**config.mk**
```make
export PLATFORM = sky130hd
export DESIGN_NAME = stack_ctrl_flat
export DESIGN_NICKNAME = d
export VERILOG_FILES = /design/src/rtl/stack_ctrl_if.sv /design/src/rtl/stack_ctrl.sv /design/src/flat_wrapper.sv
export SDC_FILE = /design/constraint.sdc
export NUM_CORES = 1
export LEC_CHECK = 0
export ABC_CLOCK_PERIOD_IN_PS = 7100
export BUFFER_PORTS_ARGS = -buffer_cell sky130_fd_sc_hd__buf_2
export CAP_MARGIN = 10
export CORE_MARGIN = 2
export CORE_UTILIZATION = 55
export CTS_CLUSTER_SIZE = 20
export DETAILED_ROUTE_END_ITERATION = 7
export PLACE_DENSITY = 0.82
export REMOVE_ABC_BUFFERS = 1
export SLEW_MARGIN = 10
export SYNTH_ARGS = -nofsm -noshare
export SYNTH_HDL_FRONTEND = slang
export SYNTH_SLANG_ARGS = --single-unit
```
**constraint.sdc**
```tcl
create_clock -name clk -period 7.1 [get_ports clk]
set_input_delay 0.355 -clock clk [delete_from_list [all_inputs] [get_ports clk]]
set_output_delay 0.355 -clock clk [all_outputs]
set_load 0.005 [all_outputs]
```
**src/rtl/stack_ctrl_if.sv**
```systemverilog
// Requester, response and stack-side signals of the stack controller.
// The controller takes the slave view; requesters and the stack take the master view.
interface stack_ctrl_if;
    logic       req0;
    logic [2:0] cmd0;
    logic [7:0] data0;
    logic       gnt0;
    logic       req1;
    logic [2:0] cmd1;
    logic [7:0] data1;
    logic       gnt1;

    logic       done;
    logic       done_id;
    logic       err;
    logic [7:0] result;
    logic       busy;

    logic       stk_rst;
    logic       stk_en;
    logic       stk_op;
    logic       stk_op_en;
    logic [7:0] stk_din;
    logic [7:0] stk_top;
    logic [7:0] stk_top_mo;
    logic       stk_ovf;
    logic       stk_unf;

    modport slave (
        input  req0, cmd0, data0, req1, cmd1, data1,
        input  stk_top, stk_top_mo, stk_ovf, stk_unf,
        output gnt0, gnt1, done, done_id, err, result, busy,
        output stk_rst, stk_en, stk_op, stk_op_en, stk_din
    );

    modport master (
        output req0, cmd0, data0, req1, cmd1, data1,
        output stk_top, stk_top_mo, stk_ovf, stk_unf,
        input  gnt0, gnt1, done, done_id, err, result, busy,
        input  stk_rst, stk_en, stk_op, stk_op_en, stk_din
    );
endinterface

```
**src/rtl/stack_ctrl.sv**
```systemverilog
// Two-requester round-robin controller that turns stack commands into
// back-to-back push/pop cycles on an external stack and reports one response each.
module stack_ctrl (
    input  logic         clk,
    input  logic         reset,
    stack_ctrl_if.slave  bus
);
    typedef enum logic [1:0] {IDLE = 2'd0, RUN = 2'd1, RESP = 2'd2} state_t;

    localparam logic [2:0] OP_NOP  = 3'd0;
    localparam logic [2:0] OP_PUSH = 3'd1;
    localparam logic [2:0] OP_POP  = 3'd2;
    localparam logic [2:0] OP_DUP  = 3'd3;
    localparam logic [2:0] OP_SWAP = 3'd4;
    localparam logic [2:0] OP_ADD  = 3'd5;

    state_t     stateReg, stateNext;
    logic [5:0] depthReg;
    logic       lastGntReg;
    logic       idReg;
    logic [2:0] cmdReg;
    logic [7:0] dataReg, aReg, bReg;
    logic [1:0] stepReg;
    logic       errReg;

    logic       winId, accept, acceptErr, skipRun, stackCycle;
    logic [2:0] winCmd;
    logic [7:0] winData, sumVal, seqDin, resultVal;
    logic       seqOp, lastStep;

    // On a tie the requester that was not granted last wins.
    always_comb begin
        if (bus.req0 && bus.req1) winId = ~lastGntReg;
        else                      winId = bus.req1;
    end

    assign accept     = (stateReg == IDLE) && (bus.req0 || bus.req1) && !reset;
    assign winCmd     = winId ? bus.cmd1  : bus.cmd0;
    assign winData    = winId ? bus.data1 : bus.data0;
    assign stackCycle = (stateReg == RUN) && !reset;
    assign sumVal     = aReg + bReg;
    assign skipRun    = acceptErr || (winCmd == OP_NOP);

    always_comb begin
        acceptErr = 1'b0;
        case (winCmd)
            OP_NOP:          acceptErr = 1'b0;
            OP_PUSH:         acceptErr = (depthReg == 6'd32);
            OP_POP:          acceptErr = (depthReg == 6'd0);
            OP_DUP:          acceptErr = (depthReg == 6'd0) || (depthReg == 6'd32);
            OP_SWAP, OP_ADD: acceptErr = (depthReg < 6'd2);
            default:         acceptErr = 1'b1;
        endcase
    end

    // Per-step stack operation for the latched command.
    always_comb begin
        seqOp    = 1'b0;
        seqDin   = 8'd0;
        lastStep = 1'b1;
        case (cmdReg)
            OP_PUSH: begin seqOp = 1'b1; seqDin = dataReg; end
            OP_DUP:  begin seqOp = 1'b1; seqDin = aReg; end
            OP_SWAP: begin
                lastStep = (stepReg == 2'd3);
                if (stepReg == 2'd2)      begin seqOp = 1'b1; seqDin = aReg; end
                else if (stepReg == 2'd3) begin seqOp = 1'b1; seqDin = bReg; end
            end
            OP_ADD: begin
                lastStep = (stepReg == 2'd2);
                if (stepReg == 2'd2) begin seqOp = 1'b1; seqDin = sumVal; end
            end
            default: ;
        endcase
    end

    always_comb begin
        resultVal = 8'd0;
        case (cmdReg)
            OP_PUSH:        resultVal = dataReg;
            OP_POP, OP_DUP: resultVal = aReg;
            OP_SWAP:        resultVal = bReg;
            OP_ADD:         resultVal = sumVal;
            default:        resultVal = 8'd0;
        endcase
    end

    always_ff @(posedge clk) begin
        if (reset) stateReg <= IDLE;
        else       stateReg <= stateNext;
    end

    always_comb begin
        stateNext = stateReg;
        case (stateReg)
            IDLE:    if (accept) stateNext = skipRun ? RESP : RUN;
            RUN:     if (lastStep) stateNext = RESP;
            RESP:    stateNext = IDLE;
            default: stateNext = IDLE;
        endcase
    end

    always_ff @(posedge clk) begin
        if (reset) begin
            depthReg   <= 6'd0;
            lastGntReg <= 1'b1;
            idReg      <= 1'b0;
            cmdReg     <= OP_NOP;
            dataReg    <= 8'd0;
            aReg       <= 8'd0;
            bReg       <= 8'd0;
            stepReg    <= 2'd0;
            errReg     <= 1'b0;
        end else begin
            if (accept) begin
                lastGntReg <= winId;
                idReg      <= winId;
                cmdReg     <= winCmd;
                dataReg    <= winData;
                aReg       <= bus.stk_top;
                bReg       <= bus.stk_top_mo;
                stepReg    <= 2'd0;
                errReg     <= acceptErr;
            end
            if (stackCycle) begin
                stepReg <= stepReg + 2'd1;
                if (seqOp && depthReg != 6'd32)      depthReg <= depthReg + 6'd1;
                else if (!seqOp && depthReg != 6'd0) depthReg <= depthReg - 6'd1;
                // Stack flags disagreeing with our depth model turn into an error response.
                if (bus.stk_ovf || bus.stk_unf) errReg <= 1'b1;
            end
        end
    end

    always_comb begin
        bus.gnt0      = accept && !winId;
        bus.gnt1      = accept && winId;
        bus.busy      = (stateReg != IDLE);
        bus.done      = 1'b0;
        bus.done_id   = 1'b0;
        bus.err       = 1'b0;
        bus.result    = 8'd0;
        // The stack's own reset only takes effect while it is enabled.
        bus.stk_rst   = reset;
        bus.stk_en    = reset || stackCycle;
        bus.stk_op_en = stackCycle;
        bus.stk_op    = stackCycle && seqOp;
        bus.stk_din   = stackCycle ? seqDin : 8'd0;
        if (stateReg == RESP) begin
            bus.done    = 1'b1;
            bus.done_id = idReg;
            bus.err     = errReg;
            bus.result  = errReg ? 8'd0 : resultVal;
        end
    end
endmodule

```
**src/flat_wrapper.sv**
```systemverilog
// flat-port wrapper written by rule: the top's interface ports become plain ports
module stack_ctrl_flat 
  (clk, reset, bus_req0, bus_cmd0, bus_data0, bus_req1, bus_cmd1, bus_data1, bus_stk_top, bus_stk_top_mo, bus_stk_ovf, bus_stk_unf, bus_gnt0, bus_gnt1, bus_done, bus_done_id, bus_err, bus_result, bus_busy, bus_stk_rst, bus_stk_en, bus_stk_op, bus_stk_op_en, bus_stk_din);
  stack_ctrl_if bus_i ();
  input  logic clk;
  input  logic reset;
  input wire logic [$bits(bus_i.req0)-1:0] bus_req0;
  input wire logic [$bits(bus_i.cmd0)-1:0] bus_cmd0;
  input wire logic [$bits(bus_i.data0)-1:0] bus_data0;
  input wire logic [$bits(bus_i.req1)-1:0] bus_req1;
  input wire logic [$bits(bus_i.cmd1)-1:0] bus_cmd1;
  input wire logic [$bits(bus_i.data1)-1:0] bus_data1;
  input wire logic [$bits(bus_i.stk_top)-1:0] bus_stk_top;
  input wire logic [$bits(bus_i.stk_top_mo)-1:0] bus_stk_top_mo;
  input wire logic [$bits(bus_i.stk_ovf)-1:0] bus_stk_ovf;
  input wire logic [$bits(bus_i.stk_unf)-1:0] bus_stk_unf;
  output wire logic [$bits(bus_i.gnt0)-1:0] bus_gnt0;
  output wire logic [$bits(bus_i.gnt1)-1:0] bus_gnt1;
  output wire logic [$bits(bus_i.done)-1:0] bus_done;
  output wire logic [$bits(bus_i.done_id)-1:0] bus_done_id;
  output wire logic [$bits(bus_i.err)-1:0] bus_err;
  output wire logic [$bits(bus_i.result)-1:0] bus_result;
  output wire logic [$bits(bus_i.busy)-1:0] bus_busy;
  output wire logic [$bits(bus_i.stk_rst)-1:0] bus_stk_rst;
  output wire logic [$bits(bus_i.stk_en)-1:0] bus_stk_en;
  output wire logic [$bits(bus_i.stk_op)-1:0] bus_stk_op;
  output wire logic [$bits(bus_i.stk_op_en)-1:0] bus_stk_op_en;
  output wire logic [$bits(bus_i.stk_din)-1:0] bus_stk_din;
  assign bus_i.req0 = bus_req0;
  assign bus_i.cmd0 = bus_cmd0;
  assign bus_i.data0 = bus_data0;
  assign bus_i.req1 = bus_req1;
  assign bus_i.cmd1 = bus_cmd1;
  assign bus_i.data1 = bus_data1;
  assign bus_i.stk_top = bus_stk_top;
  assign bus_i.stk_top_mo = bus_stk_top_mo;
  assign bus_i.stk_ovf = bus_stk_ovf;
  assign bus_i.stk_unf = bus_stk_unf;
  assign bus_gnt0 = bus_i.gnt0;
  assign bus_gnt1 = bus_i.gnt1;
  assign bus_done = bus_i.done;
  assign bus_done_id = bus_i.done_id;
  assign bus_err = bus_i.err;
  assign bus_result = bus_i.result;
  assign bus_busy = bus_i.busy;
  assign bus_stk_rst = bus_i.stk_rst;
  assign bus_stk_en = bus_i.stk_en;
  assign bus_stk_op = bus_i.stk_op;
  assign bus_stk_op_en = bus_i.stk_op_en;
  assign bus_stk_din = bus_i.stk_din;
  stack_ctrl u_core (.clk(clk), .reset(reset), .bus(bus_i));
endmodule
```
==> Yosys cells after proc, flatten, opt, wreduce, memory -nomap -nowiden <==
Index checks and enable logic that the tools add are counted.
{ "totals": {"register_bits": 40, "wordCells": 94, "out_inout_bits": 26, "in_bits": 44} }
{ "op_classes": {"n_eq_ne": 18, "n_reduce_logical": 29, "magnitude_cmp": 1, "bitwise_logic": 1, "n_mux": 31, "add_sub_neg": 4} }
{ "op_table": {"columns": ["operator", "count"], "rows": [
  ["$pmux W8 S4", 2],
  ["$mux W8", 7],
  ["$eq A3 B2 Y1 const B", 4],
  ["$eq A3 B3 Y1 const B", 4],
  ["$mux W6", 2],
  ["$mux W1", 10],
  ["$mux W2", 5],
  ["$logic_and A1 B1 Y1", 9],
  ["$add A8 B8 Y8", 1],
  ["$add A6 B1 Y6 const B", 1],
  ["$eq A2 B2 Y1 const B", 3],
  ["$eq A3 B1 Y1 const B", 2],
  ["$eq A6 B6 Y1 const B", 1],
  ["$logic_not A6 Y1", 1],
  ["$lt A6 B2 Y1 const B", 1],
  ["$ne A6 B6 Y1 const B", 1],
  ["$reduce_bool A2 Y1", 3],
  ["$reduce_bool A6 Y1", 1],
  ["$reduce_or A2 Y1", 3],
  ["$sub A6 B1 Y6 const B", 1],
  ["$logic_or A1 B1 Y1", 5],
  ["$pmux W1 S5", 1],
  ["$ne A2 B1 Y1 const B", 2],
  ["$pmux W2 S2", 1],
  ["other kinds (10)", 13]
]} }

==> Depth between registers and ports, before layout <==
Gate-level depths: netlist (run 1).
{ "depth": {"word_depth": 10, "mapped_depth": 12, "ltp_nobuf": 12} }

==> Least setup slack after synthesis (run 1) <==
Ideal clock, no wire load.
{ "synth_timing": {"path_type": "register to register", "start": "register u_core.stepReg[0]", "end": "register u_core.depthReg[5]", "arrival_ns": 2.521, "path_slack_ns": 4.457, "path_stages_with_launch": 11, "n_path_buf": 0, "required_time_ns": 6.978, "setup_ns": 0.122, "period_less_slack_ns": 2.643, "path_cell_list": "dfxtp_1 -> ha_1 -> nor2b_1 -> o221ai_2 -> or2_2 -> ha_1 -> a211oi_1 -> o21bai_1 -> a21oi_1 -> xnor2_1 -> a311o_1"} }
{ "synth_via": {"elab_chain_len": 8, "word_cells_on_any_way": 12, "cone_classes": "eq/ne (2); mux (5); reduce/logical (5)"} }
{ "synth_lines": {"columns": ["item", "line", "source"], "rows": [
  ["from (decl)", "stack_ctrl.sv:23", "logic [1:0] stepReg;"],
  ["from (signal assigned)", "stack_ctrl.sv:126", "stepReg <= stepReg + 2'd1;"],
  ["$eq A2 B2 Y1", "stack_ctrl.sv:67", "else if (stepReg == 2'd3) begin seqOp = 1'b1; seqDin = bReg; end"],
  ["$mux W1", "stack_ctrl.sv:67", null],
  ["$mux W1", "stack_ctrl.sv:66", "if (stepReg == 2'd2) begin seqOp = 1'b1; seqDin = aReg; end"],
  ["$pmux W1 S3 (*)", "stack_ctrl.sv:61", "case (cmdReg)"],
  ["$logic_not A1 Y1", "stack_ctrl.sv:128", "else if (!seqOp && depthReg != 6'd0) depthReg <= depthReg - 6'd1;"],
  ["$logic_and A1 B1 Y1", "stack_ctrl.sv:128", null],
  ["$reduce_bool A2 Y1 (no source line)", null, null],
  ["$reduce_and A2 Y1 (no source line)", null, null],
  ["to (signal assigned)", "stack_ctrl.sv:127", "if (seqOp && depthReg != 6'd32) depthReg <= depthReg + 6'd1;"],
  ["to (signal assigned)", "stack_ctrl.sv:128", null],
  ["to (decl)", "stack_ctrl.sv:18", "logic [5:0] depthReg;"]
]} }
Mark *: on every way between the ends. The rest lies on a longest branch, timed or not.
A chain may end at the register's enable or synchronous reset.

==> Worst setup path after layout (run 1) <==
{ "layout_timing": {"start": "register u_core.cmdReg[2]", "end": "output port bus_stk_din[7]"} }
{ "layout_via": {"elab_chain_len": 3, "word_cells_on_any_way": 6, "cone_classes": "eq/ne (4); mux (2)"} }
{ "layout_lines": {"columns": ["item", "line", "source"], "rows": [
  ["from (decl)", "stack_ctrl.sv:21", "logic [2:0] cmdReg;"],
  ["from (signal assigned)", "stack_ctrl.sv:118", "cmdReg <= winCmd;"],
  ["$eq A3 B3 Y1, or another cell as far along", "stack_ctrl.sv:61", null],
  ["$pmux W8 S4 (*)", "stack_ctrl.sv:61", null],
  ["$mux W8 (*)", "stack_ctrl.sv:148", "bus.stk_din = stackCycle ? seqDin : 8'd0;"],
  ["to (decl)", "flat_wrapper.sv:28", "output wire logic [$bits(bus_i.stk_din)-1:0] bus_stk_din;"]
]} }
Marked as above.

==> results of run 1 <==
[flip-flops by register name (all words and copies together) (netlist names)]
name,count
u_core.aReg,8
u_core.bReg,8
u_core.cmdReg,3
u_core.dataReg,8
u_core.depthReg,6
u_core.errReg,1
u_core.idReg,1
u_core.lastGntReg,1
u_core.stateReg,2
u_core.stepReg,2
[logic make-up (layout without fill, tap and decap cells)]
kind of cell             count (synthesis)  in the layout  synth area share
AND/OR/NAND/NOR                        160            160             0.253
AO/OA/AOI/OAI                          115            115             0.258
flip-flops                              40             40             0.271
adder cells (fa/ha/maj)                 15             15            0.0686
multiplexers                            18             18            0.0682
XOR/XNOR                                10             10            0.0296
buffers and inverters                   37             87            0.0517
[power by group through the flow]
stage | combinational (mW) | clock [mW] | sequential (mW)
floorplan | 0.175 | 0 | 0.284
global placement | 0.232 | 0 | 0.294
detailed placement | 0.237 | 0 | 0.297
CTS | 0.239 | 0.161 | 0.291
global route | 0.269 | 0.169 | 0.298
finish | 0.240 | 0.157 | 0.292
[cells in the final DEF, fill, tap and decap left out, drive strengths merged, types with 9 or more instances in the layout]
cell type / synthesis / layout
dfxtp: 40 / 40
buf: 5 / 71
a311oi: 13 / 13
nand2: 71 / 71
ha: 13 / 13
nor2: 38 / 38
a21oi: 44 / 44
o21ai: 12 / 12
mux2i: 13 / 13
nand2b: 9 / 9
[stage by stage]
step / setup slack, ps / util / power (mW) / instances / hold slack, ps
3_5_place_dp: 4090 / 0.639 / 0.534 / 507 / 484
2_1_floorplan: 4380 / - / 0.459 / 366 / 424
3_3_place_gp: 4210 / 0.639 / 0.526 / 507 / 464
6_report: 3950 / 0.657 / 0.689 / 515 / 289
5_1_grt: 3760 / 0.657 / 0.736 / 515 / 302
4_1_cts: 4020 / 0.657 / 0.691 / 515 / 283
[worst max-delay path, stage by stage (launching register included)]
cell and delay (ps):
dfxtp_1 740, nor3b_2 830, and3b_1 410, o2bb2ai_1 150, a31oi_1 60, o22ai_1 170, buf_2 150
[routing by layer]
| layer | share of wire | global-route usage | up-vias |
|---|---|---|---|
| met5 | 0 | 0 | - |
| li1 | - | - | 1513 |
| met2 | 0.49 | 0.457 | 108 |
| met4 | 0.017 | 0.0857 | 0 |
| met1 | 0.42 | 0.320 | 1418 |
| met3 | 0.068 | 0.0506 | 12 |
[cell type report]
class | count | area, um^2
Timing Repair Buffer | 71 | 360
Clock inverter | 2 | 10.0
Fill cell | 496 | 1770
Multi-Input combinational cell | 318 | 2000
Clock buffer | 6 | 82.6
Sequential cell | 40 | 801
Tap cell | 70 | 87.6
Inverter | 8 | 30.0
[path summary, 6_finish.rpt]
check                                  startpoint                         endpoint  slack, ps  depth (start not counted)
setup reg to reg   u_core.stepReg[0]$_SDFFE_PP0P_  u_core.depthReg[5]$_SDFFE_PP0P_       4050                         11
hold / removal                  bus_stk_top_mo[0]      u_core.bReg[0]$_SDFFE_PP0P_        290                          3
setup / recovery    u_core.cmdReg[2]$_SDFFE_PP0P_                   bus_stk_din[7]       3950                          6
hold reg to reg   u_core.depthReg[2]$_SDFFE_PP0P_  u_core.depthReg[2]$_SDFFE_PP0P_        490                          2
==> key figures, run 1 <==
Status
  – Status: completed

Synth
  – Syn_area_per_cell: 7.48 um^2
  – Register area share after synthesis: 0.271
  – Post-synth EDFFs: 0
  – Post-synth cell types: 59
  – Mapped Area: 2950 um^2
  – Most used DFF post-synth: dfxtp_1
  – Top-count cell post-synth: nand2_1
  – Area leader, netlist: dfxtp_1
  – FF+latch count, synth: 40
  – Post-synth top area share: 0.271
  – Dominant cells by area after synthesis: dfxtp_1 27%, nand2_1 9.0%, a21oi_1 7.5%
  – Synth warn: 0
  – Commonest cells post-synth: 71 x nand2_1, 44 x a21oi_1, 40 x dfxtp_1
  – Async set or reset register ratio after synthesis: 0
  – Synth Instances: 395

Worst hold path
  – Hold Path Class: in2reg

Timing
  – Worst-Margin Slew: 869 ps
  – Fmax: 318 MHz
  – Fin crit period: 3150 ps
  – Final period util: 0.443
  – Slew Viols, Final: 0
  – Final TNS setup: 0 ps
  – Clk_skew: 6.45 ps
  – RSZ-0062 raised after global routing: no
  – Max_slew headroom: 0.418
  – Final Hold Vio Count: 0
  – Final setup viols: 0

Clock network
  – Hold Buf Count CTS: 0
  – Clock sink count: 40
  – Post-CTS Resized: 0
  – Worst-case clock buffer depth: 2
  – H-Tree Depth: 2
  – Clk Latency, worst-skew pair: 290 ps
  – Clock Root Buffer: clkbuf_8
  – Post-CTS setup buffers: 0
  – Clock slew at the register clock pins of the worst setup and hold paths: 80 ps
  – TritonCTS Buffers: 5
  – CTS tree: done

GRT
  – Vias in the first global route: 2818
  – Total track usage: 0.261
  – Initial antenna violation count: 0
  – Largest net degree at the start of global routing: 47
  – Global-route wire length before repair: 12.9 mm
  – Total grt overflow: 0

Power
  – Switching Share: 0.373
  – Clock share of power: 0.228
  – Gate power share: 0.348
  – VDD IR max: 0.137 mV
  – Register share of total power: 0.424
  – PwrDens: 204 nW/um^2
  – Int Power: 0.432 mW
  – Switch Pwr: 0.257 mW
  – Lkg Pwr: 1.46 nW

Worst setup path
  – CP Max Fanout: 21
  – CP Capture Type: primary output
  – Crit Path Class: reg2out
  – Req. time, crit path: 6740 ps
  – CP arrival: 2790 ps
  – Critical path startpoint category: flop

Placement
  – Post-DP HPWL: 5.67 mm
  – Post-DP Area: 3280 um^2
  – Placer Congestion: 0.914
  – Port Buffers: 69

Die
  – Chip Width: 77.3 um
  – Die height: 77.3 um
  – Initial Util: 0.575
  – Die area: 5970 um^2
  – Row count: 26
  – Core area: 5140 um^2
  – IO Pins: 70

Final layout
  – # diodes: 0
  – Area grow syn2layout: 14.2%
  – Design area: 3370 um^2
  – Share of layout cells above drive strength 1: 0.220
  – Final #Nets: 503

Flow run
  – Max Cap Viol: 0

Detailed routing
  – TritonRoute pass-1 iters: 6
  – Via density: 5.92
  – Residual DRC: 0
  – Antenna viol nets, final: 0
  – Wirelength per Cell: 14.8 um
  – DR iter-0 viols: 282
  – Post-Route WL: 7.64 mm
  – Vias: 3051
Power figures use the tool's default switching activity.
==> run 2: changes to the inputs <==
--- a/config.mk
+++ b/config.mk
@@ -5,14 +5,14 @@
 export SDC_FILE = /design/constraint.sdc
 export NUM_CORES = 1
 export LEC_CHECK = 0
-export ABC_CLOCK_PERIOD_IN_PS = 7100
+export ABC_CLOCK_PERIOD_IN_PS = 2600
 export BUFFER_PORTS_ARGS = -buffer_cell sky130_fd_sc_hd__buf_2
 export CAP_MARGIN = 10
 export CORE_MARGIN = 2
-export CORE_UTILIZATION = 55
+export CORE_UTILIZATION = 49
 export CTS_CLUSTER_SIZE = 20
 export DETAILED_ROUTE_END_ITERATION = 7
-export PLACE_DENSITY = 0.82
+export PLACE_DENSITY = 0.77
 export REMOVE_ABC_BUFFERS = 1
 export SLEW_MARGIN = 10
 export SYNTH_ARGS = -nofsm -noshare
==> constraint.sdc (replaced) <==
create_clock -name clk -period 2.6 [get_ports clk]
set_input_delay 0.13 -clock clk [delete_from_list [all_inputs] [get_ports clk]]
set_output_delay 0.13 -clock clk [all_outputs]
set_load 0.005 [all_outputs]
==> key figures, run 2 (synthesis gave the netlist of run 1 again) <==
Clock network
  – Clock Root Buffer: clkbuf_8
  – Hold Buf Count CTS: 0 (unchanged)
  – Post-CTS setup buffers: 0 (unchanged)
  – Clock slew at the register clock pins of the worst setup and hold paths: 80 ps (about the same)
  – TritonCTS Buffers: 5 (unchanged)
  – Worst-case clock buffer depth: 2 (unchanged)
  – Clk Latency, worst-skew pair: 300 ps (about the same)
  – CTS tree: done
  – H-Tree Depth: 2 (unchanged)
  – Clock sink count: 40 (unchanged)

Timing
  – Worst-Margin Slew: 610 ps (-259 ps)
  – Fin crit period: 2480 ps
  – Clk_skew: 8.74 ps (+2.29 ps)
  – Slew Viols, Final: 0 (unchanged)
  – Final period util: 0.954
  – Hold WS: 57.4 ps (-231 ps)
  – Final Hold Vio Count: 0 (unchanged)
  – Final setup viols: 0 (unchanged)
  – Max_slew headroom: 0.588 (+0.170)
  – Worst Slack Setup Final: 119 ps (-3840 ps)
  – Fmax: 403 MHz

Placement
  – Port Buffers: 69 (unchanged)
  – Post-DP HPWL: 6.11 mm (+7.8%)
  – Pre-CTS setup slack: -77.9 ps (-4170 ps)
  – Placer Congestion: 0.910 (-0.46%)

Worst setup path
  – CP arrival: 2660 ps (-130 ps)
  – CP Max Fanout: 4 (-81%)
  – CP Capture Type: flop
  – Critical Path Max Stage Delay: 340 ps (-490 ps)
  – Critical path startpoint category: flop
  – Crit path from: u_core.stepReg[0]$_SDFFE_PP0P_
  – Worst r2r src: u_core.stepReg[0]$_SDFFE_PP0P_
  – Cell mode on critical path: ha_1
  – CP max-delay cell: dfxtp_2
  – Req. time, crit path: 2780 ps (-3960 ps)
  – Worst R2R Path Depth: 10 (-1)
  – Worst-path cell chain: ha_1, nor2b_2, o221ai_2, or2_4, ha_1, a211oi_2, o21bai_1, a21oi_2, xnor2_1, a311o_1
  – Crit Path Class: reg2reg

Power
  – Clock share of power: 0.250 (+0.022)
  – Switch Pwr: 0.744 mW (+190%)
  – Final Power: 2.06 mW (+200%)
  – Lkg Pwr: 1.59 nW (+8.7%)
  – VDD IR max: 0.301 mV (+120%)
  – Register share of total power: 0.369 (-0.055)
  – Int Power: 1.32 mW (+210%)
  – Switching Share: 0.360 (-0.0130)
  – PwrDens: 573 nW/um^2 (+180%)
  – Gate power share: 0.381 (+0.033)

Status
  – Status: completed

Die
  – Chip Width: 81.6 um (+5.6%)
  – Die area: 6670 um^2 (+12%)
  – Die height: 81.6 um (+5.6%)
  – Initial Util: 0.502 (-0.0728)
  – IO Pins: 70 (unchanged)
  – Row count: 28 (+7.7%)
  – Core area: 5890 um^2 (+15%)

Detailed routing
  – DR iter-0 viols: 192 (-32%)
  – Via density: 5.77 (-2.5%)
  – Antenna viol nets, final: 0 (unchanged)
  – Wirelength per Cell: 15.4 um (+3.8%)
  – Residual DRC: 0 (unchanged)
  – TritonRoute pass-1 iters: 5 (-1)
  – Vias: 3141 (+2.9%)
  – Post-Route WL: 8.37 mm (+9.7%)

Final layout
  – # diodes: 0 (unchanged)
  – Area grow syn2layout: 22.0%
  – Share of layout cells above drive strength 1: 0.275 (+0.0548)
  – Final #Nets: 527 (+4.8%)
  – Largest registers: u_core.aReg: 8 flops, u_core.bReg: 8 flops, u_core.dataReg: 8 flops
  – Most frequent cells in the layout: 71 x nand2_1, 69 x buf_2, 42 x a21oi_1
  – Final core utilization: 0.612 (-0.0443)
  – Most common cell after layout, fill and taps aside: nand2_1

GRT
  – Initial antenna violation count: 0 (unchanged)
  – Largest net degree at the start of global routing: 46 (-2.1%)
  – Global-route wire length before repair: 13.5 mm (+5.2%)
  – Vias in the first global route: 2922 (+3.7%)
  – Total grt overflow: 0 (unchanged)
  – Total track usage: 0.262 (+0.000337)

Worst hold path
  – Hold Path Depth: 3 (unchanged)
  – Hold Path Class: in2reg
  – HP Start: bus_stk_top_mo[1]

Flow run
  – Max Cap Viol: 0 (unchanged)
==> run 2: worst paths after layout <==
kind                                          end  slack (ps)
setup / recovery  u_core.depthReg[5]$_SDFFE_PP0P_         120
hold / removal        u_core.bReg[1]$_SDFFE_PP0P_          60
setup reg to reg  u_core.depthReg[5]$_SDFFE_PP0P_         120
hold reg to reg         u_core.idReg$_SDFFE_PP0P_         480
==> run 2: timing repair <==
| item | in CTS | in global routing |
|---|---|---|
| setup endpoints to repair | 1 | 4 |
| gates resized for setup | 2 | 7 |
| pin swaps | 0 | 1 |
==> run 2: per-stage QoR <==
step,std cells,area (um^2),TNS (ps)
floorplan,366,2830,-123
global placement,536,3470,-11.7
detailed placement,536,3470,-77.9
CTS,544,3580,0
global route,544,3600,-20.1
finish,544,3600,0
==> run 2: per-layer routing <==
metal  global-route usage  vias to the layer above  routed length (um)
met2                0.439                      119                3980
li1                     -                     1559                   -
met4                0.118                        0                 234
met3               0.0516                       21                 502
met1                0.325                     1442                3660
met5                    0                        -                   0
==> run 2: area by class of cell <==
cell class	instances	area, um^2
flip-flops and latches	40	803
clock buffers	6	72.6
well taps	75	93.8
fillers	575	2280
repair buffers	95	541
clock inverters	2	35.0
multi-input cells	318	2030
inverters	8	30.0
==> run 2: power groups by stage <==
| stage | sequential (mW) | clock [mW] | combinational (mW) |
|---|---|---|---|
| finish | 0.762 | 0.517 | 0.786 |
| global route | 0.770 | 0.545 | 0.877 |
| CTS | 0.760 | 0.525 | 0.773 |
| detailed placement | 0.774 | 0 | 0.768 |
| global placement | 0.769 | 0 | 0.748 |
| floorplan | 0.775 | 0 | 0.479 |
==> run 2: critical path, delay by kind of cell, from the launching register on <==
kind	cells	cell delay (ps)
AOI/OAI and AO/OA	5	980
xor gates and xnor gates	1	80
adders and majority gates	2	470
DFF	1	340
and+or+nand+nor	2	480
==> run 3: changes to the inputs <==
--- a/config.mk
+++ b/config.mk
@@ -6,14 +6,15 @@
 export NUM_CORES = 1
 export LEC_CHECK = 0
 export ABC_CLOCK_PERIOD_IN_PS = 2600
-export BUFFER_PORTS_ARGS = -buffer_cell sky130_fd_sc_hd__buf_2
 export CAP_MARGIN = 10
 export CORE_MARGIN = 2
-export CORE_UTILIZATION = 49
+export CORE_UTILIZATION = 55
 export CTS_CLUSTER_SIZE = 20
 export DETAILED_ROUTE_END_ITERATION = 7
-export PLACE_DENSITY = 0.77
+export DONT_BUFFER_PORTS = 1
+export PLACE_DENSITY = 0.73
 export REMOVE_ABC_BUFFERS = 1
+export SKIP_LAST_GASP = 1
 export SLEW_MARGIN = 10
 export SYNTH_ARGS = -nofsm -noshare
 export SYNTH_HDL_FRONTEND = slang
==> key figures, run 3 (synthesis gave the netlist of run 1 again) <==
Detailed routing
  – DR iter-0 viols: 362 (+89%)
  – Residual DRC: 0 (unchanged)
  – TritonRoute pass-1 iters: 5 (unchanged)
  – Via density: 6.16 (+6.6%)
  – Antenna viol nets, final: 0 (unchanged)
  – Vias: 3053 (-2.8%)
  – Post-Route WL: 8.50 mm (+1.4%)
  – Wirelength per Cell: 17.1 um (+11%)

Worst setup path
  – Critical path startpoint category: flop
  – Crit Path Class: reg2reg
  – Req. time, crit path: 2790 ps (about the same)
  – CP Max Fanout: 3 (-1)
  – Worst R2R Path Depth: 10 (unchanged)
  – Worst-path cell chain: ha_1, nor2b_4, o221ai_2, or2_4, ha_1, a211oi_1, o21bai_1, a21oi_2, xnor2_1, a311o_1
  – Critical Path Max Stage Delay: 350 ps (about the same)
  – CP max-delay cell: dfxtp_2
  – Cell mode on critical path: ha_1
  – CP Capture Type: flop
  – CP arrival: 2670 ps (about the same)

Power
  – Switch Pwr: 0.759 mW (+2.1%)
  – Int Power: 1.32 mW (about the same)
  – Switching Share: 0.365 (+0.00487)
  – Register share of total power: 0.370 (about the same)
  – Clock share of power: 0.257 (+0.007)
  – Gate power share: 0.372 (-0.009)
  – VDD IR max: 0.630 mV (+110%)
  – PwrDens: 586 nW/um^2 (+2.3%)
  – Lkg Pwr: 1.40 nW (-12%)

Timing
  – Fmax: 404 MHz (+0.15%)
  – Max_slew headroom: 0.550 (-0.0380)
  – Clk_skew: 6.68 ps (-2.07 ps)
  – Fin crit period: 2480 ps (-3.77 ps)
  – Final Hold Vio Count: 0 (unchanged)
  – Worst-Margin Slew: 674 ps (+63.7 ps)
  – Final period util: 0.953 (-0.00145)
  – RSZ-0062 raised after global routing: yes
  – Final setup viols: 0 (unchanged)
  – Slew Viols, Final: 0 (unchanged)

Final layout
  – Most frequent cells in the layout: 71 x nand2_1, 43 x a21oi_1, 38 x dfxtp_1
  – # diodes: 0 (unchanged)
  – Area grow syn2layout: 20.1%
  – Share of layout cells above drive strength 1: 0.115 (-0.160)
  – Final #Nets: 484 (-8.2%)
  – Fillers: 430 (-25%)
  – Final core utilization: 0.690 (+0.0781)
  – Largest registers: u_core.aReg: 8 flops, u_core.bReg: 8 flops, u_core.dataReg: 8 flops
  – Non-Filler Instances: 496 (-8.8%)
  – Most common cell after layout, fill and taps aside: nand2_1

Clock network
  – H-Tree Depth: 2 (unchanged)
  – Clock sink count: 40 (unchanged)
  – Clock Root Buffer: clkbuf_8
  – Post-CTS setup buffers: 0 (unchanged)
  – CTS tree: done
  – Clock slew at the register clock pins of the worst setup and hold paths: 90 ps (about the same)
  – TritonCTS Buffers: 5 (unchanged)
  – Clk Latency, worst-skew pair: 300 ps (about the same)
  – Worst-case clock buffer depth: 2 (unchanged)

Worst hold path
  – Hold Path Depth: 2 (-1)
  – Hold Path Class: in2reg

Die
  – Chip Width: 77.3 um (-5.3%)
  – IO Pins: 70 (unchanged)
  – Row count: 26 (-7.1%)
  – Core area: 5140 um^2 (-13%)
  – Die area: 5970 um^2 (-10%)
  – Initial Util: 0.575 (+0.0728)
  – Die height: 77.3 um (-5.3%)

GRT
  – Total track usage: 0.294 (+0.0318)
  – Initial antenna violation count: 0 (unchanged)
  – Total grt overflow: 0 (unchanged)
  – Vias in the first global route: 2887 (-1.2%)
  – Global-route wire length before repair: 14.2 mm (+4.7%)
  – Largest net degree at the start of global routing: 41 (-11%)

Placement
  – Post-DP HPWL: 5.60 mm (-8.4%)
  – Placer Congestion: 0.903 (-0.84%)
  – Port Buffers: 0 (-100%)
  – Inst Count DP: 452 (-16%)

Status
  – Status: completed

Flow run
  – Max Cap Viol: 0 (unchanged)
-- run 3: routing by layer --
layer / GRT usage / part of all wire / wire length (um)
met4: 0.0964 / 0.023 / 196
met5: 0 / 0 / 0
met1: 0.391 / 0.44 / 3740
met2: 0.483 / 0.47 / 3960
met3: 0.0494 / 0.071 / 600
-- run 3: layout make-up --
class | count | area, um^2 | area share
clock buffer | 5 | 68.8 | 0.0194
clock inverter | 3 | 46.3 | 0.0130
inverter | 8 | 30.0 | 0.00846
multi-input combinational | 318 | 2020 | 0.570
sequential | 40 | 803 | 0.226
tap | 70 | 87.6 | 0.0247
timing repair buffer | 52 | 490 | 0.138
-- run 3: through the flow --
| stage | TNS [ps] | total power, mW | setup slack, ps | hold slack [ps] | area, um^2 |
|---|---|---|---|---|---|
| final | 0 | 2.08 | 122 | 14.1 | 3550 |
| after global routing | -24.4 | 2.21 | -24.4 | 8.27 | 3550 |
| after CTS | 0 | 2.06 | 7.77 | 5.94 | 3520 |
| after detailed placement | -78.1 | 1.45 | -78.1 | 206 | 3040 |
| after global placement | 0 | 1.43 | 12.3 | 205 | 3040 |
| after floorplan | -123 | 1.25 | -123 | 199 | 2830 |
-- run 3: critical path: cells and delay by family (launching register included) --
family | cells | cell delay [ps]
flops | 1 | 350
simple gates | 2 | 440
xor+xnor | 1 | 90
compound gates | 5 | 1010
fa+ha+maj | 2 | 470
-- run 3: worst paths after layout --
kind	slack [ps]	startpoint	to
hold reg to reg	490	u_core.idReg$_SDFFE_PP0P_	u_core.idReg$_SDFFE_PP0P_
setup / recovery	120	u_core.stepReg[1]$_SDFFE_PP0P_	u_core.depthReg[5]$_SDFFE_PP0P_
setup reg to reg	120	u_core.stepReg[1]$_SDFFE_PP0P_	u_core.depthReg[5]$_SDFFE_PP0P_
hold / removal	10	reset	u_core.stateReg[0]$_SDFFE_PP0P_
-- run 3: what timing repair did --
item | CTS | global route
hold buffers | 35 | 1
hold endpoints to repair | 36 | 1
pin swaps | 1 | 1
setup endpoints to repair | 1 | 4
cloned | 0 | 0
gates resized for setup | 2 | 5
-- run 3: power by group through the flow --
stage               registers, mW  clock network, mW  logic [mW]
CTS                         0.764              0.542       0.752
global placement            0.776                  0       0.659
floorplan                   0.775                  0       0.479
finish                      0.770              0.535       0.774
detailed placement          0.778                  0       0.675
global route                0.780              0.572       0.858
